### src/rtl/mem_access_unit.sv
// mem_access_unit: load/store sequencer in front of a byte-addressed data memory.
// Takes one request at a time, checks range and natural alignment, issues a
// single-cycle read or write strobe, extends load data and returns a response.
//
// Ports:
//   clk, rst_n                  clock, asynchronous active-low reset
//   req_valid/req_ready         request handshake
//   req_write, req_size,        request attributes (size: 00 word, 01 half,
//   req_unsigned, req_addr,     10 byte, 11 double), store data right-aligned
//   req_wdata
//   rsp_valid/rsp_ready         response handshake
//   rsp_data                    extended load data, 0 for stores and faults
//   rsp_misaligned, rsp_oob     fault flags
//   mem_write, mem_read         single-cycle memory strobes
//   mem_size, mem_addr,         memory access attributes, held between accesses
//   mem_wdata
//   mem_rdata                   memory read data, valid the cycle after mem_read
module mem_access_unit #(
    parameter int unsigned MEM_BYTES   = 88,
    parameter bit          CHECK_ALIGN = 1'b1
) (
    input  logic        clk,
    input  logic        rst_n,
    input  logic        req_valid,
    output logic        req_ready,
    input  logic        req_write,
    input  logic [1:0]  req_size,
    input  logic        req_unsigned,
    input  logic [63:0] req_addr,
    input  logic [63:0] req_wdata,
    output logic        rsp_valid,
    input  logic        rsp_ready,
    output logic [63:0] rsp_data,
    output logic        rsp_misaligned,
    output logic        rsp_oob,
    output logic        mem_write,
    output logic        mem_read,
    output logic [1:0]  mem_size,
    output logic [63:0] mem_addr,
    output logic [63:0] mem_wdata,
    input  logic [63:0] mem_rdata
);

    localparam int unsigned AW = 64;

    typedef enum logic [1:0] {
        IDLE    = 2'd0,
        ACCESS  = 2'd1,
        CAPTURE = 2'd2,
        RESP    = 2'd3
    } state_t;

    state_t state;

    logic        lat_write;
    logic        lat_unsigned;

    logic [3:0]    nbytes;
    logic [2:0]    align_mask;
    logic [AW:0]   end_addr;
    logic          oob_fault;
    logic          mis_fault;
    logic [AW-1:0] ext_data;

    // Request checks; the end address is one bit wider so it cannot wrap.
    always_comb begin
        case (req_size)
            2'b00:   nbytes = 4'd4;
            2'b01:   nbytes = 4'd2;
            2'b10:   nbytes = 4'd1;
            default: nbytes = 4'd8;
        endcase
        align_mask = 3'(nbytes - 4'd1);
        end_addr   = {1'b0, req_addr} + (AW+1)'(nbytes);
        oob_fault  = end_addr > (AW+1)'(MEM_BYTES);
        mis_fault  = CHECK_ALIGN && ((req_addr[2:0] & align_mask) != 3'd0);
    end

    // Load result extension; mem_size still holds the size of the access.
    always_comb begin
        case (mem_size)
            2'b10:   ext_data = lat_unsigned ? {56'd0, mem_rdata[7:0]}
                                             : {{56{mem_rdata[7]}}, mem_rdata[7:0]};
            2'b01:   ext_data = lat_unsigned ? {48'd0, mem_rdata[15:0]}
                                             : {{48{mem_rdata[15]}}, mem_rdata[15:0]};
            2'b00:   ext_data = lat_unsigned ? {32'd0, mem_rdata[31:0]}
                                             : {{32{mem_rdata[31]}}, mem_rdata[31:0]};
            default: ext_data = mem_rdata;
        endcase
    end

    // Sequencer with registered outputs.
    always_ff @(posedge clk or negedge rst_n) begin
        if (!rst_n) begin
            state          <= IDLE;
            req_ready      <= 1'b1;
            rsp_valid      <= 1'b0;
            rsp_data       <= '0;
            rsp_misaligned <= 1'b0;
            rsp_oob        <= 1'b0;
            mem_write      <= 1'b0;
            mem_read       <= 1'b0;
            mem_size       <= '0;
            mem_addr       <= '0;
            mem_wdata      <= '0;
            lat_write      <= 1'b0;
            lat_unsigned   <= 1'b0;
        end else begin
            case (state)
                IDLE: begin
                    if (req_valid && req_ready) begin
                        req_ready    <= 1'b0;
                        lat_write    <= req_write;
                        lat_unsigned <= req_unsigned;
                        if (oob_fault || mis_fault) begin
                            // Faulting requests never reach the memory bus.
                            state          <= RESP;
                            rsp_valid      <= 1'b1;
                            rsp_data       <= '0;
                            rsp_oob        <= oob_fault;
                            rsp_misaligned <= mis_fault;
                        end else begin
                            state     <= ACCESS;
                            mem_write <= req_write;
                            mem_read  <= !req_write;
                            mem_size  <= req_size;
                            mem_addr  <= req_addr;
                            mem_wdata <= req_wdata;
                        end
                    end
                end
                ACCESS: begin
                    mem_write <= 1'b0;
                    mem_read  <= 1'b0;
                    if (lat_write) begin
                        state     <= RESP;
                        rsp_valid <= 1'b1;
                        rsp_data  <= '0;
                    end else begin
                        state <= CAPTURE;
                    end
                end
                CAPTURE: begin
                    state     <= RESP;
                    rsp_valid <= 1'b1;
                    rsp_data  <= ext_data;
                end
                RESP: begin
                    if (rsp_ready) begin
                        state          <= IDLE;
                        rsp_valid      <= 1'b0;
                        rsp_data       <= '0;
                        rsp_misaligned <= 1'b0;
                        rsp_oob        <= 1'b0;
                        req_ready      <= 1'b1;
                    end
                end
                default: begin
                    state <= IDLE;
                end
            endcase
        end
    end

endmodule

### config.mk
export PLATFORM = sky130hd
export DESIGN_NAME = mem_access_unit
export DESIGN_NICKNAME = d
export VERILOG_FILES = /design/src/rtl/mem_access_unit.sv
export SDC_FILE = /design/constraint.sdc
export NUM_CORES = 1
export LEC_CHECK = 0
export CORE_MARGIN = 4
export CORE_UTILIZATION = 30
export CTS_CLUSTER_SIZE = 30
export DETAILED_ROUTE_END_ITERATION = 7
export SYNTH_ARGS = -nofsm -noshare
export SYNTH_HDL_FRONTEND = slang
export SYNTH_SLANG_ARGS = --single-unit
### constraint.sdc
create_clock -name clk -period 2.7 [get_ports clk]
set_input_delay 0.81 -clock clk [delete_from_list [all_inputs] [get_ports clk]]
set_output_delay 0.81 -clock clk [all_outputs]
set_load 0.02 [all_outputs]
==> results of run 1 <==
## through the flow
step,total power (uW),util,instances,cell area (um2),hold slack [ns]
global route,12100,0.540,2024,18100,0.281
finish,11500,0.540,2024,18100,0.268
detailed placement,7970,0.492,1950,16500,0.487
floorplan,6040,-,940,10500,0.497
CTS,11600,0.534,2017,17900,0.270
global placement,7910,0.492,1950,16500,0.479
## synth_stat cells, drive strengths merged (6+ instances only)
| library cell | n |
|---|---|
| dfrtp | 203 |
| mux2 | 102 |
| inv | 61 |
| nor2b | 58 |
| nand2 | 55 |
| mux2i | 46 |
| o21ai | 45 |
| a21oi | 40 |
| nand4 | 37 |
| clkbuf | 34 |
| nor2 | 32 |
| nand3 | 21 |
| buf | 19 |
| nor3 | 19 |
| nor4 | 18 |
| ha | 15 |
| and4 | 10 |
| xnor2 | 10 |
| xor2 | 10 |
| and3 | 8 |
| a31oi | 6 |
| or4 | 6 |
## worst max path at each step
stage | to | startpoint | slack (ns) | cells after the start
2_1_floorplan | mem_wdata[26] | req_size[0] | -1.79 | 16
3_3_place_gp | mem_wdata[15] | req_size[0] | -2.85 | 17
3_5_place_dp | mem_wdata[11] | req_size[0] | -2.89 | 18
4_1_cts | mem_wdata[41] | req_size[0] | -1.78 | 19
5_1_grt | mem_wdata[3] | req_size[0] | -1.81 | 18
6_report | rsp_data[10] | req_addr[21] | -1.68 | 15
## critical path, stage by stage
cell	delay (ns)
clkdlybuf4s50_1	0.49
nand4_1	0.10
buf_4	0.17
or4_4	0.56
buf_4	0.17
o31ai_1	0.21
nand4_1	0.19
or4_4	0.52
or4_4	0.57
buf_6	0.15
nor2_4	0.11
a21oi_4	0.12
buf_12	0.17
buf_16	0.13
mux2_2	0.26
## power by group through the flow
stage	combinational, uW	sequential [uW]	clock (uW)
2_1_floorplan	1630	4410	0
3_3_place_gp	4030	3880	0
3_5_place_dp	4070	3900	0
4_1_cts	4550	3850	3190
5_1_grt	4860	3900	3340
6_report	4560	3850	3080
## state kept, by name (all words and copies together) (netlist names)
signal / count
mem_size: 2
mem_addr: 64
state: 2
rsp_misaligned: 1
rsp_valid: 1
rsp_data: 64
mem_write: 1
rsp_oob: 1
lat_write: 1
mem_wdata: 64
lat_unsigned: 1
mem_read: 1
req_ready: 1
## kinds of logic (layout without fill, tap and decap cells)
| family | Yosys count | in the layout | share of synthesized area |
|---|---|---|---|
| AO/OA/AOI/OAI | 144 | 144 | 0.0896 |
| XOR/XNOR | 20 | 20 | 0.0172 |
| adder cells (fa/ha/maj) | 16 | 16 | 0.0204 |
| buffers and inverters | 114 | 750 | 0.0463 |
| flip-flops | 204 | 204 | 0.502 |
| multiplexers | 148 | 148 | 0.158 |
| AND/OR/NAND/NOR | 294 | 294 | 0.166 |
## routing by layer
metal / share of wire / global-route usage / wire [um] / vias up
met3: 0.078 / 0.0494 / 2930 / 56
li1: - / - / - / 4593
met2: 0.48 / 0.329 / 18100 / 350
met4: 0.026 / 0.0480 / 971 / 2
met1: 0.41 / 0.245 / 15500 / 4721
met5: 0.00053 / 0 / 20 / -
## cell type report
type	count	area, um2
Multi-Input combinational cell	622	5080
Clock inverter	9	98.8
Inverter	61	241
Tap cell	448	561
Fill cell	2882	15400
Sequential cell	204	5110
Clock buffer	31	646
Timing Repair Buffer	649	6350
## repair_timing
action	in CTS	in global routing
setup buffers	21	12
resized for setup	80	55
pin swaps	17	19
gates cloned	6	0
setup endpoints to repair	200	200
==> impl_metrics.tcl, run 1 <==
set metrics [dict create \
    start_kind "input port" \
    syn_nets 1156 \
    clockBufferDepth 3 \
    final_cell_mix "clkdlybuf4s50_1, dfrtp_1, buf_4, inv_1" \
    cts_root_buf "clkbuf_16" \
    via_per_inst 4.80 \
    period_minus_slack_ns 4.38 \
    arrival_ns 4.76 \
    num_rows 67 \
    critPathRequiredTime_ns 3.08 \
    grt-ovfl-total 0 \
    syn_inst 940 \
    postSynth.asyncResetShare 1.00 \
    io_buffers 399 \
    synth_edf_count 0 \
    hold_path.class "input port to asynchronous set/reset pin" \
    boundaryPins 400 \
    worstSetupPathType "input port to flip-flop" \
    diodes 0 \
    reg2reg_from "state[0]" \
    switchingPower_uw 3690 \
    die_width_um 192 \
    grt_start_max_net_pins 51 \
    drv_cap 0 \
    timing.final.ws_setup_ns -1.68 \
    clk_latency_ns 0.50 \
    cts_max_level 1 \
    clk_pin_slew_ns 0.06 \
    place_congestion 0.903 \
    nNetsFinal 1777 \
    num_vias 9722 \
    antenna_found_initial 1 \
    place_hpwl_um 28700 \
    cts_tree "built" \
    clockPowerShare 0.268 \
    synth_top_area_frac 0.500 \
    p_int_uw 7810 \
    p_leak_uw 0.00820 \
    drc 0 \
    finClkSkew_ns 0.0109 \
    numCtsBuffers 23 \
    ys_ff_latch 204 \
    dr.pass1.iters 5 \
    power_density_nw_per_um2 636 \
    synthFlopType "dfrtp_1" \
    grt_pass1_wl_um 57200 \
    yosysTopAreaCell "dfrtp_1" \
    reg2reg_depth 8 \
    status "complete, but fails checks" \
    drive_gt1_frac 0.278 \
    fp.dieH_um 192 \
    initial_utilization 0.304 \
    vdd_ir_drop_max_mv 0.431 \
    rsz0062_at_grt "yes" \
    postCtsHoldBufs 0 \
    r2r_slack_ns 0.40 \
    synth_area_um2 10200 \
    hold_viol 0 \
    drt-total-wl_um 37600 \
    p_sw_frac 0.321 \
    max_freq_mhz 228 \
    clkSinkCount 204 \
    slew_headroom 0.688 \
    post-place-ws_ns -2.89 \
    dieArea_um2 36900 \
    ant_nets 0 \
    grtUsageTotal 0.193 \
    finalSetupViolations 200 \
    core_area_um2 33400 \
    synthTopCellsByArea "dfrtp_1, mux2_2, mux2i_1" \
    pwr-share-comb 0.397 \
    wl_per_cell_um 18.6 \
    first_iter_violations 447 \
    tightest_slew_ns 0.468 \
    violations "setup timing" \
    final_common_cell "clkdlybuf4s50_1" \
    crit_path_end_kind "flip-flop" \
    grt_pass1_vias 10150 \
    ys_types 74 \
    final.setup.tns_ns -318.16 \
    syn2layout_area_growth_pct 77.7 \
    yosysWarnings 0 \
    syn_area_per_cell_um2 10.8 \
    finalMaxSlewViolations 0 \
    period_share 1.62 \
    r2r-end "mem_wdata[41]" \
    crit_fanout 8 \
    p_seq_frac 0.335 \
    ys_seq_area_frac 0.502 \
]
(Power assumes the default switching activity.)
==> inputs of run 2 (changes only) <==
CORE_ASPECT_RATIO = 0.8   (was not set)
CTS_CLUSTER_DIAMETER = 150   (was not set)
PLACE_DENSITY_LB_ADDON = 0.2   (was not set)
==> impl_metrics.tcl, run 2 (synthesis results as in run 1) <==
set metrics [dict create \
    boundaryPins 400 \
    postCtsHoldBufs 0 \
    slew_headroom 0.401 \
    finClkSkew_ns 0.0111 \
    die_width_um 214 \
    timing.final.ws_setup_ns -1.76 \
    dieArea_um2 36900 \
    reg2reg_depth 7 \
    ant_nets 0 \
    num_rows 60 \
    clk_latency_ns 0.47 \
    place_congestion 0.912 \
    initial_utilization 0.303 \
    final.setup.tns_ns -327.23 \
    hold_viol 0 \
    drv_cap 0 \
    crit_buf_inv 7 \
    violations "setup timing" \
    critPathRequiredTime_ns 3.07 \
    clk_pin_slew_ns 0.12 \
    grt_pass1_wl_um 59600 \
    start_kind "input port" \
    finalMaxSlewViolations 0 \
    num_vias 9548 \
    p_leak_uw 0.00800 \
    reg_top3 "mem_addr (64), mem_wdata (64), rsp_data (64)" \
    dp_cells 1923 \
    crit_top_cell "buf_12" \
    period_share 1.65 \
    power_density_nw_per_um2 584 \
    wl_per_cell_um 19.4 \
    grtUsageTotal 0.201 \
    r2r_slack_ns 0.38 \
    clkSinkCount 204 \
    io_buffers 399 \
    vdd_ir_drop_max_mv 0.516 \
    final_common_cell "clkdlybuf4s50_1" \
    worstSetupPathType "input port to flip-flop" \
    cts_tree "built" \
    grt_start_max_net_pins 62 \
    critical_path_depth 19 \
    cts_max_level 1 \
    worst_path_max_delay_cell "or4_4" \
    numCtsBuffers 10 \
    dr.pass1.iters 5 \
    final_util 0.529 \
    p_total_uw 10400 \
    syn2layout_area_growth_pct 74.4 \
    fp.dieH_um 173 \
    max_freq_mhz 224 \
    hold_path.class "input port to asynchronous set/reset pin" \
    rsz0062_at_grt "yes" \
    crit_family "simple AND/OR/NAND/NOR gates" \
    grt_pass1_vias 10084 \
    nNetsFinal 1766 \
    drive_gt1_frac 0.267 \
    crit_fanout 8 \
    grt-ovfl-total 0 \
    status "complete, but fails checks" \
    crit_path_end_kind "flip-flop" \
    drc 0 \
    finalSetupViolations 200 \
    cpPeakStageDelay_ns 0.57 \
    cts_root_buf "clkbuf_16" \
    core_area_um2 33600 \
    via_per_inst 4.81 \
    instances_no_fill 1986 \
    antenna_found_initial 1 \
    tightest_slew_ns 0.897 \
    first_iter_violations 586 \
    final_cell_mix "clkdlybuf4s50_1, dfrtp_1, buf_4, inv_1, nor2b_1" \
    place_hpwl_um 29200 \
    diodes 0 \
    period_minus_slack_ns 4.46 \
    arrival_ns 4.83 \
    crit_path_cell_trace "buf_12 > inv_12 > ha_4 > ha_4 > fa_2 > a211oi_4 > buf_6 > nor3_4 > mux2_4 > o2bb2ai_4 > nand2_1 > or4_1 > or4_4 > nor3_4 > buf_6 > buf_12 > buf_12 > buf_8 > mux2_4" \
    clockBufferDepth 3 \
    drt-total-wl_um 38500 \
]
[run 2: what timing repair did]
item / CTS / global route
pin swaps: 20 / 22
buffers inserted: 33 / 10
hold endpoints to repair: 0 / 0
endpoints found under the setup margin: 200 / 200
gates resized for setup: 91 / 37
gates cloned: 10 / 2
[run 2: stage by stage]
step,area (um2),setup slack (ns),hold slack [ns]
after floorplan,10500,-1.79,0.497
after global placement,16300,-2.99,0.480
after detailed placement,16300,-2.96,0.486
after CTS,17500,-1.91,0.320
after global routing,17700,-1.87,0.306
final,17700,-1.76,0.278
[run 2: metal layers]
metal	GRT usage	share of wire	vias to the layer above
li1	-	-	4573
met1	0.277	0.44	4637
met2	0.324	0.46	302
met3	0.0560	0.083	34
met4	0.0312	0.016	2
met5	0	0.00018	-
[run 2: worst reg2reg max path, stage by stage (launching register included)]
cell and delay (ns):
dfrtp_1 0.43, ha_1 0.30, nor2b_1 0.20, a21oi_1 0.17, o21ai_0 0.17, a21oi_4 0.30
bufbuf_16 0.33, mux2_2 0.32
[run 2: path summary, 6_finish.rpt]
path,start,to
worst max-delay path,req_size[0],mem_wdata[30]
worst min-delay path,rst_n,rsp_data[43]
worst max register to register,state[0],rsp_data[16]
worst min register to register,mem_addr[58],mem_addr[58]
max in group asynchronous,rst_n,req_ready
min in group clk,mem_addr[58],mem_addr[58]
[run 2: power breakdown]
group          internal (uW)  switching, uW  leakage (uW)  total, uW
logic                   2640           2180       0.00505       4820
registers               3540            275       0.00281       3810
clock network            753            975      0.000142       1730
total                   6930           3430       0.00800      10400
[run 2: cell type report]
type	count	area [um2]
clock buffers	13	283
clock inverters	1	8.76
fillers	2979	15800
inverters	61	241
multi-input cells	622	5100
flip-flops and latches	204	5110
well taps	434	543
repair buffers	651	6450
==> inputs of run 3 (changes only) <==
CTS_CLUSTER_SIZE = 12   (was 30)
==> impl_metrics.tcl, run 3 (synthesis results as in run 1) <==
set metrics [dict create \
    first_iter_violations 574 \
    period_minus_slack_ns 4.51 \
    worstSetupPathType "input port to flip-flop" \
    violations "setup timing" \
    drt-total-wl_um 39300 \
    dr.pass1.iters 5 \
    syn2layout_area_growth_pct 80.2 \
    initial_utilization 0.303 \
    drc 0 \
    p_sw_frac 0.328 \
    critPathRequiredTime_ns 3.09 \
    num_vias 9688 \
    clockPowerShare 0.222 \
    wl_per_cell_um 19.5 \
    postCtsHoldBufs 0 \
    post-place-ws_ns -2.96 \
    place_congestion 0.912 \
    slew_headroom 0.428 \
    clk_latency_ns 0.51 \
    num_rows 60 \
    grtUsageTotal 0.204 \
    drive_gt1_frac 0.283 \
    pwr-share-comb 0.440 \
    p_seq_frac 0.339 \
    vdd_ir_drop_max_mv 0.370 \
    io_buffers 399 \
    power_density_nw_per_um2 616 \
    rsz0062_at_grt "yes" \
    finalSetupViolations 200 \
    hold_ws_ns 0.265 \
    finalMaxSlewViolations 0 \
    core_area_um2 33600 \
    cts_root_buf "clkbuf_16" \
    nNetsFinal 1791 \
    grt_start_max_net_pins 62 \
    period_share 1.67 \
    clk_pin_slew_ns 0.06 \
    final_util 0.546 \
    p_total_uw 11300 \
    p_leak_uw 0.00824 \
    clkSinkCount 204 \
    r2r_slack_ns 0.35 \
    cts_max_level 1 \
    numCtsBuffers 20 \
    diodes 0 \
    switchingPower_uw 3700 \
    boundaryPins 400 \
    fp.dieH_um 173 \
    max_freq_mhz 222 \
    crit_path_end_kind "flip-flop" \
    antenna_found_initial 0 \
    reg_top3 "mem_addr (64), mem_wdata (64), rsp_data (64)" \
    grt-ovfl-total 0 \
    die_width_um 214 \
    reg2reg_from "state[0]" \
    grt_pass1_vias 10225 \
    tightest_slew_ns 0.856 \
    r2r-end "mem_wdata[44]" \
    crit_fanout 6 \
    p_int_uw 7590 \
    final_cell_mix "clkdlybuf4s50_1, dfrtp_1, buf_4, mux2_4, inv_1" \
    reg2reg_depth 10 \
    finClkSkew_ns 0.0212 \
    place_hpwl_um 29200 \
    hold_path.class "input port to asynchronous set/reset pin" \
    dieArea_um2 36900 \
    grt_pass1_wl_um 60300 \
    final_common_cell "clkdlybuf4s50_1" \
    drv_cap 0 \
    status "complete, but fails checks" \
    ant_nets 0 \
    clockBufferDepth 3 \
    via_per_inst 4.81 \
    hold_viol 0 \
    arrival_ns 4.90 \
    start_kind "input port" \
    timing.final.ws_setup_ns -1.81 \
    cts_tree "built" \
]
## run 3: metal layers
layer  part of all wire  global-route usage  vias up
met5                  0                   0        -
li1                   -                   -     4625
met4              0.017              0.0347        0
met3              0.083              0.0609       39
met1               0.44               0.280     4719
met2               0.46               0.325      305
## run 3: power groups by stage
| stage | sequential [uW] | clock, uW | combinational [uW] |
|---|---|---|---|
| after floorplan | 4410 | 0 | 1630 |
| after global placement | 3860 | 0 | 4040 |
| after detailed placement | 3870 | 0 | 4080 |
| after CTS | 3820 | 2600 | 4740 |
| after global routing | 3890 | 2710 | 5270 |
| final | 3820 | 2500 | 4960 |
## run 3: how the worst max path moves through the flow
stage	start	to	slack, ns	cells past startpoint
after global routing	req_size[0]	mem_wdata[42]	-1.92	21
after CTS	req_size[0]	mem_wdata[33]	-1.95	22
after global placement	req_size[0]	mem_wdata[18]	-2.99	18
final	req_size[0]	mem_wdata[44]	-1.81	20
after detailed placement	req_size[0]	mem_wdata[23]	-2.96	18
after floorplan	req_size[0]	mem_wdata[26]	-1.79	16
## run 3: timing repair
item / 4_1_cts / 5_1_grt
resized for setup: 109 / 70
gates cloned: 13 / 5
pin swaps: 21 / 24
endpoints found under the setup margin: 200 / 200
endpoints found under the hold margin: 0 / 0
buffers inserted: 43 / 21
## run 3: layout make-up
cell class / count / area, um2
Fill cell: 2933 / 15200
Clock buffer: 26 / 523
Multi-Input combinational cell: 622 / 5200
Tap cell: 434 / 543
Clock inverter: 1 / 16.3
Sequential cell: 204 / 5110
Inverter: 61 / 241
Timing Repair Buffer: 666 / 6700
## run 3: critical path, stage by stage
cell and delay (ns):
buf_12 0.09, inv_12 0.03, ha_4 0.16, ha_4 0.16
fa_2 0.41, a211oi_4 0.31, buf_6 0.16, nor3_4 0.05
mux2_4 0.31, o2bb2ai_4 0.22, nand2_1 0.07, or4_1 0.47
or4_4 0.58, nor3_4 0.17, buf_6 0.13, buf_12 0.10
buf_12 0.11, buf_12 0.11, clkbuf_16 0.14, mux2_4 0.30
## run 3: stage by stage
step / cells / area [um2] / TNS [ns]
finish: 2014 / 18300 / -330.59
CTS: 2004 / 18000 / -361.71
global placement: 1923 / 16300 / -567.83
global route: 2014 / 18300 / -352.46
floorplan: 940 / 10500 / -334.29
detailed placement: 1923 / 16300 / -559.81
